==> src/rtl/serial_pattern_tx_pkg.sv <==
`default_nettype none
// ============================================================================
//  Module   : serial_tx_pkg
//  Purpose  : Shared types and helpers for the serial pattern transmitter.
//             Holds the FSM state encoding and the counter-width helper
//             used by the interface, the top level and the shift register.
//  Revision : 1.0  initial release
// ============================================================================
package serial_tx_pkg;

    typedef enum logic [1:0] {
        ST_IDLE  = 2'd0,
        ST_SHIFT = 2'd1,
        ST_GAP   = 2'd2
    } state_t;

    // A counter must be at least one bit wide even when its maximum is 0.
    localparam int c_MIN_CNT_W = 1;

    // Bits needed to hold the values 0..max_val.
    function automatic int cnt_width(input int max_val);
        int w;
        w = $clog2(max_val + 1);
        return (w < c_MIN_CNT_W) ? c_MIN_CNT_W : w;
    endfunction

endpackage
`default_nettype wire

==> src/rtl/serial_pattern_tx_if.sv <==
`default_nettype none
// ============================================================================
//  Module   : serial_pattern_tx_if
//  Purpose  : Start/ready request bus and serial output bundle of the
//             serial pattern transmitter.
//  Ports    : start_i, data_i[WIDTH], len_i[clog2(WIDTH+1)]  requester -> tx
//             ready_o, bit_o, bit_valid_o, last_o, done_o     tx -> requester
//             master = requester/receiver side, slave = transmitter side.
//  Revision : 1.0  initial release
// ============================================================================
interface serial_pattern_tx_if
    import serial_tx_pkg::*;
#(
    parameter int WIDTH = 8
);
    localparam int c_LEN_W = cnt_width(WIDTH);

    logic               start_i;
    logic [WIDTH-1:0]   data_i;
    logic [c_LEN_W-1:0] len_i;
    logic               ready_o;
    logic               bit_o;
    logic               bit_valid_o;
    logic               last_o;
    logic               done_o;

    modport master (
        output start_i, data_i, len_i,
        input  ready_o, bit_o, bit_valid_o, last_o, done_o
    );

    modport slave (
        input  start_i, data_i, len_i,
        output ready_o, bit_o, bit_valid_o, last_o, done_o
    );

endinterface
`default_nettype wire

==> src/rtl/serial_pattern_tx_shift_reg.sv <==
`default_nettype none
// ============================================================================
//  Module   : serial_shift_reg
//  Purpose  : Parallel-load shift register with selectable direction.
//             o_bit_next is the head bit the register will hold after this
//             clock edge, so the owner can register it as its serial output
//             and have the first bit appear the cycle after the load.
//  Ports    : clk, rst_n (async, active-low)
//             i_load  - capture i_data (aligned for i_len when MSB first)
//             i_shift - advance by one bit towards the head
//             i_data, i_len - parallel pattern and its length (1..WIDTH)
//             o_bit_next    - next head bit
//  Revision : 1.0  initial release
// ============================================================================
module serial_shift_reg #(
    parameter int WIDTH     = 8,
    parameter int MSB_FIRST = 1,
    parameter int LEN_W     = 4
) (
    input  wire logic             clk,
    input  wire logic             rst_n,
    input  wire logic             i_load,
    input  wire logic             i_shift,
    input  wire logic [WIDTH-1:0] i_data,
    input  wire logic [LEN_W-1:0] i_len,
    output logic                  o_bit_next
);

    logic [WIDTH-1:0] r_sr;
    logic [WIDTH-1:0] w_sr_next;

    always_comb begin
        w_sr_next = r_sr;
        if (i_load) begin
            // MSB first: move data[len-1] up to the head at bit WIDTH-1 so
            // the shift always leaves from the same end whatever the length.
            if (MSB_FIRST != 0) begin
                w_sr_next = i_data << (LEN_W'(WIDTH) - i_len);
            end else begin
                w_sr_next = i_data;
            end
        end else if (i_shift) begin
            if (MSB_FIRST != 0) begin
                w_sr_next = {r_sr[WIDTH-2:0], 1'b0};
            end else begin
                w_sr_next = {1'b0, r_sr[WIDTH-1:1]};
            end
        end
    end

    always_ff @(posedge clk or negedge rst_n) begin
        if (!rst_n) begin
            r_sr <= '0;
        end else begin
            r_sr <= w_sr_next;
        end
    end

    assign o_bit_next = (MSB_FIRST != 0) ? w_sr_next[WIDTH-1] : w_sr_next[0];

endmodule
`default_nettype wire

==> src/rtl/serial_pattern_tx.sv <==
`default_nettype none
// ============================================================================
//  Module   : serial_pattern_tx
//  Purpose  : Serial bit-stream transmitter. Accepts a pattern and a length
//             on a start/ready handshake, shifts it out one bit per clock
//             with valid/last flags, idles for GAP_CYCLES, pulses done.
//  Ports    : clk_i  - clock, rising edge
//             rst_ni - asynchronous active-low reset
//             bus    - serial_pattern_tx_if.slave (start/data/len in,
//                      ready/bit/bit_valid/last/done out, all registered)
//  Revision : 1.0  initial release
// ============================================================================
module serial_pattern_tx
    import serial_tx_pkg::*;
#(
    parameter int   WIDTH      = 8,
    parameter int   MSB_FIRST  = 1,
    parameter int   GAP_CYCLES = 1,
    parameter logic IDLE_BIT   = 1'b0
) (
    input  wire logic          clk_i,
    input  wire logic          rst_ni,
    serial_pattern_tx_if.slave bus
);

    localparam int c_LEN_W = cnt_width(WIDTH);
    localparam int c_GAP_W = cnt_width(GAP_CYCLES);

    state_t             r_state;
    state_t             w_state_next;
    logic [c_LEN_W-1:0] r_bit_cnt;
    logic [c_LEN_W-1:0] w_bit_cnt_next;
    logic [c_LEN_W-1:0] w_len_sat;
    logic [c_GAP_W-1:0] r_gap_cnt;
    logic [c_GAP_W-1:0] w_gap_cnt_next;

    logic r_ready, r_bit, r_valid, r_last, r_done;
    logic w_ready_next, w_bit_next, w_valid_next, w_last_next, w_done_next;
    logic w_load, w_shift, w_sr_bit_next;

    assign w_len_sat = (bus.len_i > c_LEN_W'(WIDTH)) ? c_LEN_W'(WIDTH) : bus.len_i;

    serial_shift_reg #(
        .WIDTH     (WIDTH),
        .MSB_FIRST (MSB_FIRST),
        .LEN_W     (c_LEN_W)
    ) u_shift_reg (
        .clk        (clk_i),
        .rst_n      (rst_ni),
        .i_load     (w_load),
        .i_shift    (w_shift),
        .i_data     (bus.data_i),
        .i_len      (w_len_sat),
        .o_bit_next (w_sr_bit_next)
    );

    // r_bit_cnt holds the bits still to be shown, including the one on
    // bit_o in the current SHIFT cycle; the value 1 marks the final bit.
    always_comb begin
        w_state_next   = r_state;
        w_bit_cnt_next = r_bit_cnt;
        w_gap_cnt_next = r_gap_cnt;
        w_ready_next   = 1'b0;
        w_valid_next   = 1'b0;
        w_last_next    = 1'b0;
        w_done_next    = 1'b0;
        w_load         = 1'b0;
        w_shift        = 1'b0;

        case (r_state)
            ST_IDLE: begin
                if (bus.start_i && (bus.len_i != '0)) begin
                    w_load         = 1'b1;
                    w_bit_cnt_next = w_len_sat;
                    w_state_next   = ST_SHIFT;
                    w_valid_next   = 1'b1;
                    w_last_next    = (w_len_sat == c_LEN_W'(1));
                end else begin
                    w_ready_next   = 1'b1;
                end
            end

            ST_SHIFT: begin
                if (r_bit_cnt <= c_LEN_W'(1)) begin
                    w_bit_cnt_next = '0;
                    w_done_next    = 1'b1;
                    if (GAP_CYCLES > 0) begin
                        w_state_next   = ST_GAP;
                        w_gap_cnt_next = c_GAP_W'(GAP_CYCLES);
                    end else begin
                        w_state_next   = ST_IDLE;
                        w_ready_next   = 1'b1;
                    end
                end else begin
                    w_shift        = 1'b1;
                    w_bit_cnt_next = r_bit_cnt - c_LEN_W'(1);
                    w_valid_next   = 1'b1;
                    w_last_next    = (r_bit_cnt == c_LEN_W'(2));
                end
            end

            ST_GAP: begin
                if (r_gap_cnt <= c_GAP_W'(1)) begin
                    w_gap_cnt_next = '0;
                    w_state_next   = ST_IDLE;
                    w_ready_next   = 1'b1;
                end else begin
                    w_gap_cnt_next = r_gap_cnt - c_GAP_W'(1);
                end
            end

            default: begin
                w_state_next = ST_IDLE;
                w_ready_next = 1'b1;
            end
        endcase

        w_bit_next = w_valid_next ? w_sr_bit_next : IDLE_BIT;
    end

    always_ff @(posedge clk_i or negedge rst_ni) begin
        if (!rst_ni) begin
            r_state   <= ST_IDLE;
            r_bit_cnt <= '0;
            r_gap_cnt <= '0;
            r_ready   <= 1'b1;
            r_bit     <= IDLE_BIT;
            r_valid   <= 1'b0;
            r_last    <= 1'b0;
            r_done    <= 1'b0;
        end else begin
            r_state   <= w_state_next;
            r_bit_cnt <= w_bit_cnt_next;
            r_gap_cnt <= w_gap_cnt_next;
            r_ready   <= w_ready_next;
            r_bit     <= w_bit_next;
            r_valid   <= w_valid_next;
            r_last    <= w_last_next;
            r_done    <= w_done_next;
        end
    end

    assign bus.ready_o     = r_ready;
    assign bus.bit_o       = r_bit;
    assign bus.bit_valid_o = r_valid;
    assign bus.last_o      = r_last;
    assign bus.done_o      = r_done;

endmodule
`default_nettype wire

==> src/flat_wrapper.sv <==
// flat-port wrapper written by rule: the top's interface ports become plain ports
module serial_pattern_tx_flat import serial_tx_pkg::*;
#(
    parameter int   WIDTH      = 8,
    parameter int   MSB_FIRST  = 1,
    parameter int   GAP_CYCLES = 1,
    parameter logic IDLE_BIT   = 1'b0
)
  (clk_i, rst_ni, bus_start_i, bus_data_i, bus_len_i, bus_ready_o, bus_bit_o, bus_bit_valid_o, bus_last_o, bus_done_o);
  serial_pattern_tx_if #(.WIDTH(WIDTH)) bus_i ();
  input  wire logic clk_i;
  input  wire logic rst_ni;
  input wire logic [$bits(bus_i.start_i)-1:0] bus_start_i;
  input wire logic [$bits(bus_i.data_i)-1:0] bus_data_i;
  input wire logic [$bits(bus_i.len_i)-1:0] bus_len_i;
  output wire logic [$bits(bus_i.ready_o)-1:0] bus_ready_o;
  output wire logic [$bits(bus_i.bit_o)-1:0] bus_bit_o;
  output wire logic [$bits(bus_i.bit_valid_o)-1:0] bus_bit_valid_o;
  output wire logic [$bits(bus_i.last_o)-1:0] bus_last_o;
  output wire logic [$bits(bus_i.done_o)-1:0] bus_done_o;
  assign bus_i.start_i = bus_start_i;
  assign bus_i.data_i = bus_data_i;
  assign bus_i.len_i = bus_len_i;
  assign bus_ready_o = bus_i.ready_o;
  assign bus_bit_o = bus_i.bit_o;
  assign bus_bit_valid_o = bus_i.bit_valid_o;
  assign bus_last_o = bus_i.last_o;
  assign bus_done_o = bus_i.done_o;
  serial_pattern_tx #(.WIDTH(WIDTH), .MSB_FIRST(MSB_FIRST), .GAP_CYCLES(GAP_CYCLES), .IDLE_BIT(IDLE_BIT)) u_core (.clk_i(clk_i), .rst_ni(rst_ni), .bus(bus_i));
endmodule
==> config.mk <==
export PLATFORM = sky130hd
export DESIGN_NAME = serial_pattern_tx_flat
export DESIGN_NICKNAME = d
export VERILOG_FILES = /design/src/rtl/serial_pattern_tx_pkg.sv /design/src/rtl/serial_pattern_tx_if.sv /design/src/rtl/serial_pattern_tx_shift_reg.sv /design/src/rtl/serial_pattern_tx.sv /design/src/flat_wrapper.sv
export SDC_FILE = /design/constraint.sdc
export NUM_CORES = 1
export LEC_CHECK = 0
export CORE_ASPECT_RATIO = 0.6
export CORE_MARGIN = 2
export CORE_UTILIZATION = 52
export CTS_BUF_LIST = sky130_fd_sc_hd__clkbuf_4
export DETAILED_ROUTE_END_ITERATION = 8
export PLACE_DENSITY = 0.85
export RECOVER_POWER = 25
export SLEW_MARGIN = 15
export SYNTH_ARGS = -nofsm -noshare
export SYNTH_HDL_FRONTEND = slang
export SYNTH_HIERARCHICAL = 1
export SYNTH_SLANG_ARGS = --single-unit
export TNS_END_PERCENT = 20
==> constraint.sdc <==
create_clock -name clk_i -period 2.4 [get_ports clk_i]
set_clock_uncertainty 0.15 [all_clocks]
set_input_delay 0.48 -clock clk_i [delete_from_list [all_inputs] [get_ports clk_i]]
set_output_delay 0.48 -clock clk_i [all_outputs]
set_load 0.02 [all_outputs]
==> results.py, run 1 <==
metrics = {
    "outcome": {
        "status": "finished clean",
    },
    "critical_path": {
        "critPathMaxFanout": 7,
        "required_ns": 2.44,
        "arrival_ns": 2.17,
        "worstSetupEndpointType": "register",
        "worst_setup_path_start_kind": "input port",
        "crit_type": "in2reg",
    },
    "placement": {
        "hpwl_mm": 2.26,
        "dpl_cell_area_um2": 1570,
        "gp_congestion": 0.850,
        "numPortBuffers": 19,
    },
    "drt": {
        "routedWlPerCell_um": 14.6,
        "routed_wl_mm": 2.89,
        "via_per_inst": 5.54,
        "drtIter0Drc": 88,
        "dr.pass1.iters": 4,
        "detail-route-antenna-nets": 0,
        "drc": 0,
        "vias": 1097,
    },
    "hold_path": {
        "hp-class": "in2async",
    },
    "synth": {
        "synth_ff_type": "dfrtp_1",
        "yosys.area.top_type": "dfrtp_1",
        "synth.top_cells.by_count": "18 x dfrtp_1, 14 x mux2i_1, 11 x nor2_1",
        "ys_types": 41,
        "synth_edf_count": 0,
        "syn_avg_cell_area_um2": 9.55,
        "async_flop_share": 1.00,
        "ys_seq_area_frac": 0.387,
        "syn_area_um2": 1230,
        "yosys.cell_count.top_type": "dfrtp_1",
        "synthCells": 129,
        "synthTopCellsByArea": "dfrtp_1 37%, mux2i_1 11%, ha_1 4.1%, o22ai_1 4.1%, nor2_1 3.4%",
        "synth_seq_cells": 19,
        "yosys_warnings": 6,
        "netlist.area_leader.share": 0.365,
        "synth_nets": 148,
    },
    "pwr": {
        "power.density_nw_per_um2": 932,
        "finalPower_mw": 1.53,
        "ir_drop_uv": 381,
        "p_leak_nw": 0.754,
    },
    "timing": {
        "fin_setup_tns_ns": 0,
        "period_needed_ns": 2.12,
        "post-route-period-util": 0.885,
        "hold_slack_ns": 0.292,
        "tightest_slew_ns": 0.822,
        "clock.fmax_ghz": 0.471,
        "hold_viol": 0,
        "grt_setup_unrepaired": "false",
        "slew_headroom": 0.452,
        "finalSetupViolations": 0,
        "drv_slew": 0,
    },
    "cts": {
        "clk_latency_ns": 0.30,
        "cts_max_level": 1,
        "cts_tree": "done",
        "cts_max_path_buffers": 2,
        "clkSinkCount": 19,
        "cts_root_buf": "clkbuf_4",
        "cts_buffers": 3,
        "clkTransAtPathRegs_ns": 0.11,
    },
    "floorplanning": {
        "rows": 13,
        "die_h_um": 41.7,
        "die_w_um": 66.9,
        "start_util": 0.561,
        "io_pins": 20,
        "die_area_um2": 2790,
        "core-area_um2": 2200,
    },
    "cells_and_area": {
        "drive_gt1_frac": 0.262,
        "final_core_util": 0.749,
        "syn2layout_area_growth_pct": 33.4,
        "n_antenna_cell": 0,
        "stdcell_area_um2": 1640,
        "fillers": 163,
        "fin_nets": 188,
    },
    "global_routing": {
        "grt_usage": 0.232,
        "grt_max_degree": 17,
        "grt_antenna_before_repair": 0,
        "grt_first_pass_wirelength_mm": 4.80,
        "grt_pass1_vias": 979,
        "grt-ovfl-total": 0,
    },
    "run": {
        "maxCapViolCount": 0,
    },
}
[final cells by class]
| type | instances | area (um^2) | share of cell area |
|---|---|---|---|
| inverters | 6 | 22.5 | 0.0137 |
| multi-input cells | 96 | 706 | 0.429 |
| repair buffers | 43 | 374 | 0.228 |
| clock inverters | 1 | 5.00 | 0.00304 |
| clock buffers | 3 | 22.5 | 0.0137 |
| flip-flops and latches | 19 | 477 | 0.290 |
| well taps | 30 | 37.5 | 0.0228 |
[state kept, by name, summed over array words and instances (netlist names)]
name and flops:
u_core/u_shift_reg/r_sr 8, u_core/r_bit_cnt 4, u_core/r_state 2, u_core/bus.bit_o 1, u_core/bus.bit_valid_o 1, u_core/bus.done_o 1
u_core/bus.last_o 1, u_core/bus.ready_o 1
[through the flow]
step,setup WS [ns],instances
4_1_cts,0.00535,198
6_report,0.276,198
3_3_place_gp,-0.438,193
3_5_place_dp,-0.474,193
5_1_grt,0.201,198
2_1_floorplan,0.0501,129
[layout by cell type (no fill, tap or decap), drive strengths merged, types with 2 or more instances in the layout]
| cell type | netlist | layout |
|---|---|---|
| clkbuf | 2 | 4 |
| nand3 | 2 | 2 |
| mux2i | 14 | 14 |
| and2b | 3 | 3 |
| nor3 | 3 | 3 |
| or4 | 2 | 2 |
| nor2 | 11 | 11 |
| o22ai | 8 | 8 |
| buf | 5 | 23 |
| mux2 | 2 | 2 |
| clkdlybuf4s50 | 0 | 15 |
| nand2b | 3 | 3 |
| o31ai | 3 | 3 |
| o21ai | 10 | 10 |
| dlymetal6s2s | 0 | 3 |
| nor2b | 4 | 4 |
| nand2 | 10 | 10 |
| ha | 4 | 4 |
| a21oi | 6 | 6 |
| nor4 | 2 | 2 |
| dfrtp | 18 | 18 |
| a31oi | 2 | 2 |
| inv | 6 | 6 |
[what timing repair did]
action / 4_1_cts / 5_1_grt
hold buffers: 0 / 0
hold endpoints to repair: 0 / 0
endpoints found under the setup margin: 5 / 1
gates resized for setup: 5 / 5
pin swaps: 2 / 3
setup buffers: 1 / 0
[power breakdown]
group | internal [mW] | total [mW] | switching (mW)
Combinational | 0.408 | 0.828 | 0.420
Sequential | 0.446 | 0.546 | 0.0998
Clock | 0.0621 | 0.158 | 0.0960
[logic make-up after synthesis]
group / Yosys count / share of synthesized area
adder cells (fa/ha/maj): 4 / 0.0406
AND/OR/NAND/NOR: 42 / 0.192
AO/OA/AOI/OAI: 33 / 0.175
buffers and inverters: 14 / 0.0670
XOR/XNOR: 1 / 0.00711
multiplexers: 16 / 0.132
flip-flops: 19 / 0.387
[layer usage]
layer | part of all wire | GRT usage | up-vias
li1 | - | - | 539
met1 | 0.49 | 0.393 | 502
met2 | 0.40 | 0.282 | 54
met3 | 0.10 | 0.0569 | 2
met4 | 0.0087 | 0.0612 | 0
met5 | 0 | 0 | -
[worst max-delay path: stages]
cell and delay [ns]:
dlymetal6s2s_1 0.14, and2b_2 0.23, inv_2 0.04, ha_4 0.33, mux2i_4 0.25, mux2_4 0.19
nor2_1 0.04, a31oi_1 0.17, o22ai_1 0.12, and2_1 0.18
[path summary, 6_finish.rpt]
kind	startpoint	slack, ns	cells after the start	to
min reg2reg	u_core/u_shift_reg/r_sr[0]	0.36	2	u_core/u_shift_reg/r_sr[0]
max	bus_len_i[3]	0.28	10	u_core/bus.bit_o
min in group clk_i	u_core/u_shift_reg/r_sr[0]	0.36	2	u_core/u_shift_reg/r_sr[0]
max reg2reg	u_core/r_bit_cnt[0]	0.39	8	u_core/u_shift_reg/r_sr[1]
max in group asynchronous	rst_ni	0.81	2	u_core/u_shift_reg/r_sr[1]
min	rst_ni	0.29	1	u_core/r_bit_cnt[0]
Note: power is estimated with default switching activity, not from simulation.
==> run 2, diff against run 1 <==
CELL_PAD_IN_SITES_DETAIL_PLACEMENT = 0   (was not set)
CELL_PAD_IN_SITES_GLOBAL_PLACEMENT = 1   (was not set)
CORE_UTILIZATION = 42   (was 52)
PLACE_DENSITY = 0.88   (was 0.85)
==> run 2 against run 1 <==
Fmax decreased by 6.2%. Routed wire length up 3.9%. Critical path depth is the same. Register-to-register slack worse by 0.02 ns. Count of clock-buffer cells in the layout up 1. Critical path type unchanged. Critical endpoint unchanged.
==> results.py, run 2 (same netlist as run 1, synthesis figures left out) <==
metrics = {
    "floorplanning": {
        "rows": 15,
        "die_h_um": 46.0,
        "start_util": 0.435,
        "core-area_um2": 2830,
        "die_area_um2": 3400,
        "io_pins": 20,
        "die_w_um": 73.9,
    },
    "drt": {
        "routed_wl_mm": 3.00,
        "drtIter0Drc": 52,
        "routedWlPerCell_um": 14.3,
        "detail-route-antenna-nets": 0,
        "drc": 0,
        "vias": 1094,
        "dr.pass1.iters": 4,
        "via_per_inst": 5.21,
    },
    "cts": {
        "cts_buffers": 3,
        "cts_max_path_buffers": 2,
        "cts_root_buf": "clkbuf_4",
        "clkSinkCount": 19,
        "clk_latency_ns": 0.30,
        "cts_tree": "done",
        "cts_max_level": 1,
        "postCtsHoldBufs": 0,
        "clkTransAtPathRegs_ns": 0.12,
    },
    "cells_and_area": {
        "finalNonFillerCells": 210,
        "n_antenna_cell": 0,
        "final_cell_mix": "22 x buf_4, 18 x dfrtp_1, 15 x clkdlybuf4s50_1",
        "fillers": 235,
        "final_core_util": 0.592,
        "largest_reg_flops": 8,
        "reg_top3": "u_core/u_shift_reg/r_sr x8, u_core/r_bit_cnt x4, u_core/r_state x2",
        "layout_commonest_cell": "buf_4",
        "syn2layout_area_growth_pct": 36.0,
        "drive_gt1_frac": 0.268,
        "fin_nets": 188,
        "top_register": "u_core/u_shift_reg/r_sr",
    },
    "global_routing": {
        "grt_pass1_vias": 1090,
        "grt_antenna_before_repair": 0,
        "grt_first_pass_wirelength_mm": 5.17,
        "grt_max_degree": 20,
        "grt_usage": 0.202,
        "grt-ovfl-total": 0,
    },
    "placement": {
        "hpwl_mm": 2.31,
        "dp.cells": 203,
        "numPortBuffers": 19,
        "gp_congestion": 0.855,
    },
    "critical_path": {
        "worstSetupEndpointType": "register",
        "slowest_delay_ns": 0.32,
        "required_ns": 2.44,
        "r2r_slack_ns": 0.37,
        "critPathMaxFanout": 5,
        "cp_slowest_cell": "ha_4",
        "arrival_ns": 2.31,
        "worst_setup_path_start_kind": "input port",
        "crit_chain": "dlygate4sd2_1 -> and2b_2 -> inv_1 -> ha_4 -> mux2i_2 -> mux2_4 -> nor2_2 -> a31oi_1 -> o22ai_1 -> and2_1",
        "crit_type": "in2reg",
    },
    "timing": {
        "grt_setup_unrepaired": "false",
        "post-route-period-util": 0.943,
        "clock.fmax_ghz": 0.442,
        "drv_slew": 0,
        "tightest_slew_ns": 1.03,
        "period_needed_ns": 2.26,
        "finalSetupViolations": 0,
        "slew_headroom": 0.312,
        "hold_viol": 0,
    },
    "pwr": {
        "finalPower_mw": 1.55,
        "p_leak_nw": 0.749,
        "power.density_nw_per_um2": 926,
        "ir_drop_uv": 358,
    },
    "outcome": {
        "status": "finished clean",
    },
    "run": {
        "maxCapViolCount": 0,
    },
    "hold_path": {
        "hp-class": "reg2reg",
    },
}
==> run 2: cell count changes in the layout (fill, tap and decap cells not counted) <==
cell,before,now
buf_4,23,22
dlygate4sd2_1,0,1
clkbuf_4,3,4
nor2_1,11,10
inv_2,2,1
inv_1,4,5
clkinv_2,1,0
mux2i_1,12,11
buf_6,0,1
mux2i_4,1,2
nor2_2,0,1
dlymetal6s2s_1,3,2
==> run 2: final cells by class <==
class,instances,area (um^2),area share
Sequential cell,19,477,0.284
Timing Repair Buffer,43,374,0.223
Tap cell,42,52.6,0.0313
Multi-Input combinational cell,96,721,0.430
Inverter,6,22.5,0.0134
Clock buffer,4,30.0,0.0179
==> run 2: path summary, 6_finish.rpt <==
path | to | cells after the start | start
worst max register to register | u_core/bus.bit_o | 8 | u_core/r_bit_cnt[0]
worst min-delay path | u_core/u_shift_reg/r_sr[0] | 2 | u_core/u_shift_reg/r_sr[0]
max in group asynchronous | u_core/bus.bit_valid_o | 2 | rst_ni
worst min register to register | u_core/u_shift_reg/r_sr[0] | 2 | u_core/u_shift_reg/r_sr[0]
min in group asynchronous | u_core/r_bit_cnt[1] | 2 | rst_ni
worst max-delay path | u_core/bus.bit_o | 10 | bus_len_i[3]
==> run 2: stage by stage <==
step / setup slack [ns] / cell area, um^2 / TNS [ns] / hold slack (ns)
6_report: 0.136 / 1680 / 0 / 0.388
5_1_grt: 0.0181 / 1680 / 0 / 0.440
4_1_cts: 0.0771 / 1630 / 0 / 0.346
3_5_place_dp: -0.442 / 1570 / -2.31 / 0.366
3_3_place_gp: -0.344 / 1570 / -1.65 / 0.329
2_1_floorplan: 0.0501 / 1230 / 0 / 0.0344
==> run 2: repair_timing <==
action	in CTS	in global routing
gates resized for setup	4	9
pin swaps	0	4
buffers inserted	1	2
setup endpoints to repair	4	2
==> run 2: power by group <==
group / internal, mW / switching [mW] / leakage, nW / total [mW]
registers: 0.446 / 0.102 / 0.248 / 0.547
logic: 0.400 / 0.427 / 0.483 / 0.827
clock network: 0.0761 / 0.102 / 0.0184 / 0.179
total: 0.922 / 0.631 / 0.749 / 1.55
==> run 2: worst max-delay path: cells and delay by family <==
kind	cells	cell delay, ns
adder cells (fa/ha/maj)	1	0.32
AND/OR/NAND/NOR	3	0.46
buffers and inverters	2	0.34
AO/OA/AOI/OAI	2	0.28
multiplexers	2	0.43
==> run 2: layer usage <==
layer	track usage	up-vias	share of wire
met3	0.0487	6	0.059
met5	0	-	0
met2	0.305	44	0.46
li1	-	538	-
met1	0.282	506	0.46
met4	0.0764	0	0.016
==> variant 1 (flow settings as in run 2) <==
`WIDTH` is set to 8 in 4 places; all go to 7.
--- a/src/rtl/serial_pattern_tx_if.sv
+++ b/src/rtl/serial_pattern_tx_if.sv
@@ -13,3 +13,3 @@
 #(
-    parameter int WIDTH = 8
+    parameter int WIDTH = 7
 );
--- a/src/rtl/serial_pattern_tx_shift_reg.sv
+++ b/src/rtl/serial_pattern_tx_shift_reg.sv
@@ -15,3 +15,3 @@
 module serial_shift_reg #(
-    parameter int WIDTH     = 8,
+    parameter int WIDTH     = 7,
     parameter int MSB_FIRST = 1,
--- a/src/rtl/serial_pattern_tx.sv
+++ b/src/rtl/serial_pattern_tx.sv
@@ -15,3 +15,3 @@
 #(
-    parameter int   WIDTH      = 8,
+    parameter int   WIDTH      = 7,
     parameter int   MSB_FIRST  = 1,
--- a/src/flat_wrapper.sv
+++ b/src/flat_wrapper.sv
@@ -3,3 +3,3 @@
 #(
-    parameter int   WIDTH      = 8,
+    parameter int   WIDTH      = 7,
     parameter int   MSB_FIRST  = 1,
Interface: changed (resized bus_data_i and bus_len_i); port bits go from 20 to 18. No check against the original RTL was run, so the function may have changed too.
==> variant 1 against run 2 <==
Cell count shrank 25%; critical path depth shrank 3; register-to-register slack lost 0.10 ns; combinational power shrank 7.6%; via count shrank 19%; setup slack lost 0.0011 ns; design area shrank 21%; critical path type unchanged; total power shrank 7.1%; non-clock buffer count shrank 16; sequential cell count shrank 2; area after synthesis shrank 13%; routed wire length shrank 18%; global-route usage shrank 2.3 points.
==> variant 1: results (changes against run 2) <==
stage	metric	value	unit	change
clock_network	clk_pin_slew_worst_paths	0.10	ns	was 0.12 ns
placed_design	place_congestion	0.843		was 0.855
outcome	status	complete, no violations		unchanged
final_layout	nNetsFinal	142		was 188
route	via_count	883		was 1094
final_layout	top_regs	u_core/u_shift_reg/r_sr x7, u_core/r_bit_cnt x3, u_core/r_state x2		was u_core/u_shift_reg/r_sr x8, u_core/r_bit_cnt x4, u_core/r_state x2
placed_design	io_buffers	17		was 19
logic_synthesis	synthMuxAreaShare	16.1	%	was 13.2%
power	ir_drop	0.420	mV	was 0.358 mV
power	p_leak	0.582	nW	was 0.749 nW
logic_synthesis	synth-seq-area-share	39.7	%	was 38.7%
logic_synthesis	synth_compound_area_share	15.9	%	was 17.5%
grt	grt_usage	17.9	%	was 20.2%
logic_synthesis	ys_types	44		was 41
route	first_iter_violations	43		was 52
final_layout	drive_above_1_share	20.0	%	was 26.8%
logic_synthesis	synthXorXnorAreaFrac	0	%	was 0.711%
placed_design	postPlaceCellArea	1310	um2	was 1570 um2
grt	grt_pass1_vias	841		was 1090
logic_synthesis	synth_top_cells_by_count	dfrtp_1 (16), nand2_1 (10), mux2i_1 (6)		was dfrtp_1 (18), mux2i_1 (14), nor2_1 (11), nand2_1 (9), o22ai_1 (8)
grt	grt_pass1_wl	4020	um	was 5170 um
clock_network	post_cts_buffers	0		was 1
logic_synthesis	synth_nets	118		was 148
logic_synthesis	synth_area_leaders	dfrtp_1 (37%), mux2i_1 (5.6%), mux4_1 (4.9%)		was dfrtp_1 (37%), mux2i_1 (11%), ha_1 (4.1%)
sta	slew_headroom	35.2	%	was 31.2%
grt	grt_max_degree	18		was 20
[variant 1: cell types whose count changed after synthesis, sizes merged, moves of 3 or more]
cell / run 2 / this run
mux2: 2 / 5
mux2i: 14 / 6
nor2: 11 / 2
nor3b: 0 / 4
a211oi: 0 / 3
a21oi: 6 / 1
o22ai: 8 / 3
o21ai: 10 / 5
[variant 1: per-stage QoR]
stage / power (mW) / instances / hold WS (ns)
final: 1.44 / 157 / 0.358
after global routing: 1.54 / 157 / 0.397
after CTS: 1.44 / 157 / 0.351
after detailed placement: 1.27 / 153 / 0.334
after global placement: 1.25 / 153 / 0.325
after floorplan: 0.995 / 102 / 0.0344
[variant 1: area by class of cell]
class,instances,area (um2)
fill,217,1140
multi-input combinational,73,582
sequential,17,427
timing repair buffer,27,241
tap,32,40.0
clock buffer,3,22.5
inverter,4,15.0
clock inverter,1,5.00
[variant 1: worst max-delay path, stage by stage]
cell and delay (ns):
clkdlybuf4s50_1 0.48, nor3_1 0.06, or4b_4 0.49, inv_1 0.14
o21ai_0 0.11, o32ai_1 0.37, a21boi_2 0.22
[variant 1: path summary, 6_finish.rpt]
check                                                       start                                     end  slack [ns]
max                                                  bus_len_i[1]              u_core/bus.bit_o$_DFF_PN0_        0.13
max in group asynchronous                                  rst_ni        u_core/bus.bit_valid_o$_DFF_PN0_        0.82
max reg2reg                       u_core/r_bit_cnt[1]$_DFFE_PN0P_              u_core/bus.bit_o$_DFF_PN0_        0.27
min in group asynchronous                                  rst_ni             u_core/bus.last_o$_DFF_PN0_        0.69
min reg2reg                u_core/u_shift_reg/r_sr[0]$_DFFE_PN0P_  u_core/u_shift_reg/r_sr[0]$_DFFE_PN0P_        0.36
min                        u_core/u_shift_reg/r_sr[0]$_DFFE_PN0P_  u_core/u_shift_reg/r_sr[0]$_DFFE_PN0P_        0.36
[variant 1: power by group through the flow]
stage	combinational, mW	clock (mW)	sequential (mW)
floorplan	0.464	0	0.531
global placement	0.731	0	0.515
global route	0.829	0.180	0.535
CTS	0.758	0.167	0.517
finish	0.764	0.158	0.521
detailed placement	0.750	0	0.522
[variant 1: logic make-up after synthesis]
logic type | after synthesis
AND/OR/NAND/NOR | 33
AO/OA/AOI/OAI | 24
flip-flops | 17
multiplexers | 13
buffers and inverters | 12
adder cells (fa/ha/maj) | 3
[variant 1: layer usage]
metal  wire [um]  global-route usage (%)  vias to the layer above
met5           0                       0                        -
met4          19                    4.71                        0
met3         249                    7.84                        2
met2        1030                    24.6                       46
met1        1170                    25.5                      411
li1            -                       -                      424
==> variant 2 (settings of run 2) <==
Without the edit above. Encoding of `state_t`: now one-hot (3 bits for 3 states).
--- a/src/rtl/serial_pattern_tx_pkg.sv
+++ b/src/rtl/serial_pattern_tx_pkg.sv
@@ -10,6 +10,6 @@
 
-    typedef enum logic [1:0] {
-        ST_IDLE  = 2'd0,
-        ST_SHIFT = 2'd1,
-        ST_GAP   = 2'd2
+    typedef enum logic [2:0] {
+        ST_IDLE  = 3'b001,
+        ST_SHIFT = 3'b010,
+        ST_GAP   = 3'b100
     } state_t;
Function: same outputs for any inputs over 10 cycles, from zero or initial values and one cycle with rst_ni low; not proved beyond that.
==> variant 2 against run 2 <==
Routed wire length up 24%; setup slack lost 0.048 ns; die area up 4.0%; count of clock-buffer cells in the layout decreased by 1; area after synthesis increased by 4.3%; sequential cell count is 1 higher; total power rose by 2.3%; design area increased by 6.6%.
==> variant 2: results (changes against run 2) <==
stage	metric	value	unit	change
outcome	status	complete, no violations		unchanged
final_layout	finish.utilization	61.8	%	was 59.2%
final_layout	drive_above_1_share	28.5	%	was 26.8%
grt	grt_usage	22.6	%	was 20.2%
final_layout	inverters	7		was 6
logic_synthesis	synth_area_leaders	dfrtp_1 (35%), mux2i_1 (10%), dfstp_2 (4.1%)		was dfrtp_1 (37%), mux2i_1 (11%), ha_1 (4.1%)
grt	grt_pass1_vias	1151		was 1090
placed_design	postPlaceCellArea	1640	um2	was 1570 um2
power	ir_drop	0.511	mV	was 0.358 mV
logic_synthesis	ys_types	44		was 41
final_layout	top_regs	u_core/u_shift_reg/r_sr x8, u_core/r_bit_cnt x4, u_core/r_state x3		was u_core/u_shift_reg/r_sr x8, u_core/r_bit_cnt x4, u_core/r_state x2
placed_design	place_hpwl	2660	um	was 2310 um
route	first_iter_violations	86		was 52
power	intPower	0.997	mW	was 0.922 mW
clock_network	cts_num_sinks	20		was 19
final_layout	multi_input_area_share	43.1	%	was 43.0%
logic_synthesis	synthXorXnorAreaFrac	0.682	%	was 0.711%
logic_synthesis	synth_top_cells_by_count	dfrtp_1 (18), mux2i_1 (13), nor2_1 (10), nand2_1 (9), a21oi_1 (7)		was dfrtp_1 (18), mux2i_1 (14), nor2_1 (11), nand2_1 (9), o22ai_1 (8)
grt	grt_pass1_wl	5750	um	was 5170 um
placed_design	place_ws	-0.536	ns	was -0.442 ns
setup_path	critPathArrivalTime	2.37	ns	was 2.31 ns
final_layout	nonClkBufAreaFrac	21.4	%	was 22.3%
route	met2_length	1840	um	was 1390 um
logic_synthesis	synthMuxAreaShare	12.8	%	was 13.2%
route	routed_via_density	5.72		was 5.21
placed_design	place_congestion	0.862		was 0.855
grt	grtUsageMet2	39.1	%	was 30.5%
min_path	hp-class	input pin to flip-flop		was flip-flop to flip-flop
final_layout	multi_input_cells	97		was 96
final_layout	num-nonclk-buffers	44		was 43
sta	finalCritPeriodShare	96.3	%	was 94.3%
power	p_leak	0.776	nW	was 0.749 nW
route	route.met3.wl	231	um	was 176 um
clock_network	cts-resized-gates	10		was 4
final_layout	clkbuf_count	3		was 4
logic_synthesis	avgSynthCellArea	9.66	um2	was 9.55 um2
clock_network	post_cts_buffers	2		was 1
setup_path	r2r_slack	0.17	ns	was 0.37 ns
final_layout	regArea	503	um2	was 477 um2
==> variant 2: cell types whose count changed after synthesis, sizes merged, moves of 2 or more <==
cell	delta
clkbuf	+3
a21oi	+2
a2bb2oi	+2
nor2b	-2
o22ai	-2
o31ai	-2
==> variant 2: worst min-delay path by stage <==
stage | startpoint | to | slack (ns) | cells after the start
6_report | bus_len_i[0] | u_core/r_state[0]$_DFFE_PN1P_ | 0.33 | 3
5_1_grt | bus_len_i[0] | u_core/r_state[0]$_DFFE_PN1P_ | 0.34 | 3
3_5_place_dp | u_core/r_state[2]$_DFFE_PN0P_ | u_core/r_state[1]$_DFFE_PN0P_ | 0.37 | 1
3_3_place_gp | u_core/u_shift_reg/r_sr[0]$_DFFE_PN0P_ | u_core/u_shift_reg/r_sr[0]$_DFFE_PN0P_ | 0.32 | 2
4_1_cts | rst_ni | u_core/r_bit_cnt[3]$_DFFE_PN0P_ | 0.35 | 2
2_1_floorplan | rst_ni | u_core/bus.bit_o$_DFF_PN0_ | 0.03 | 0
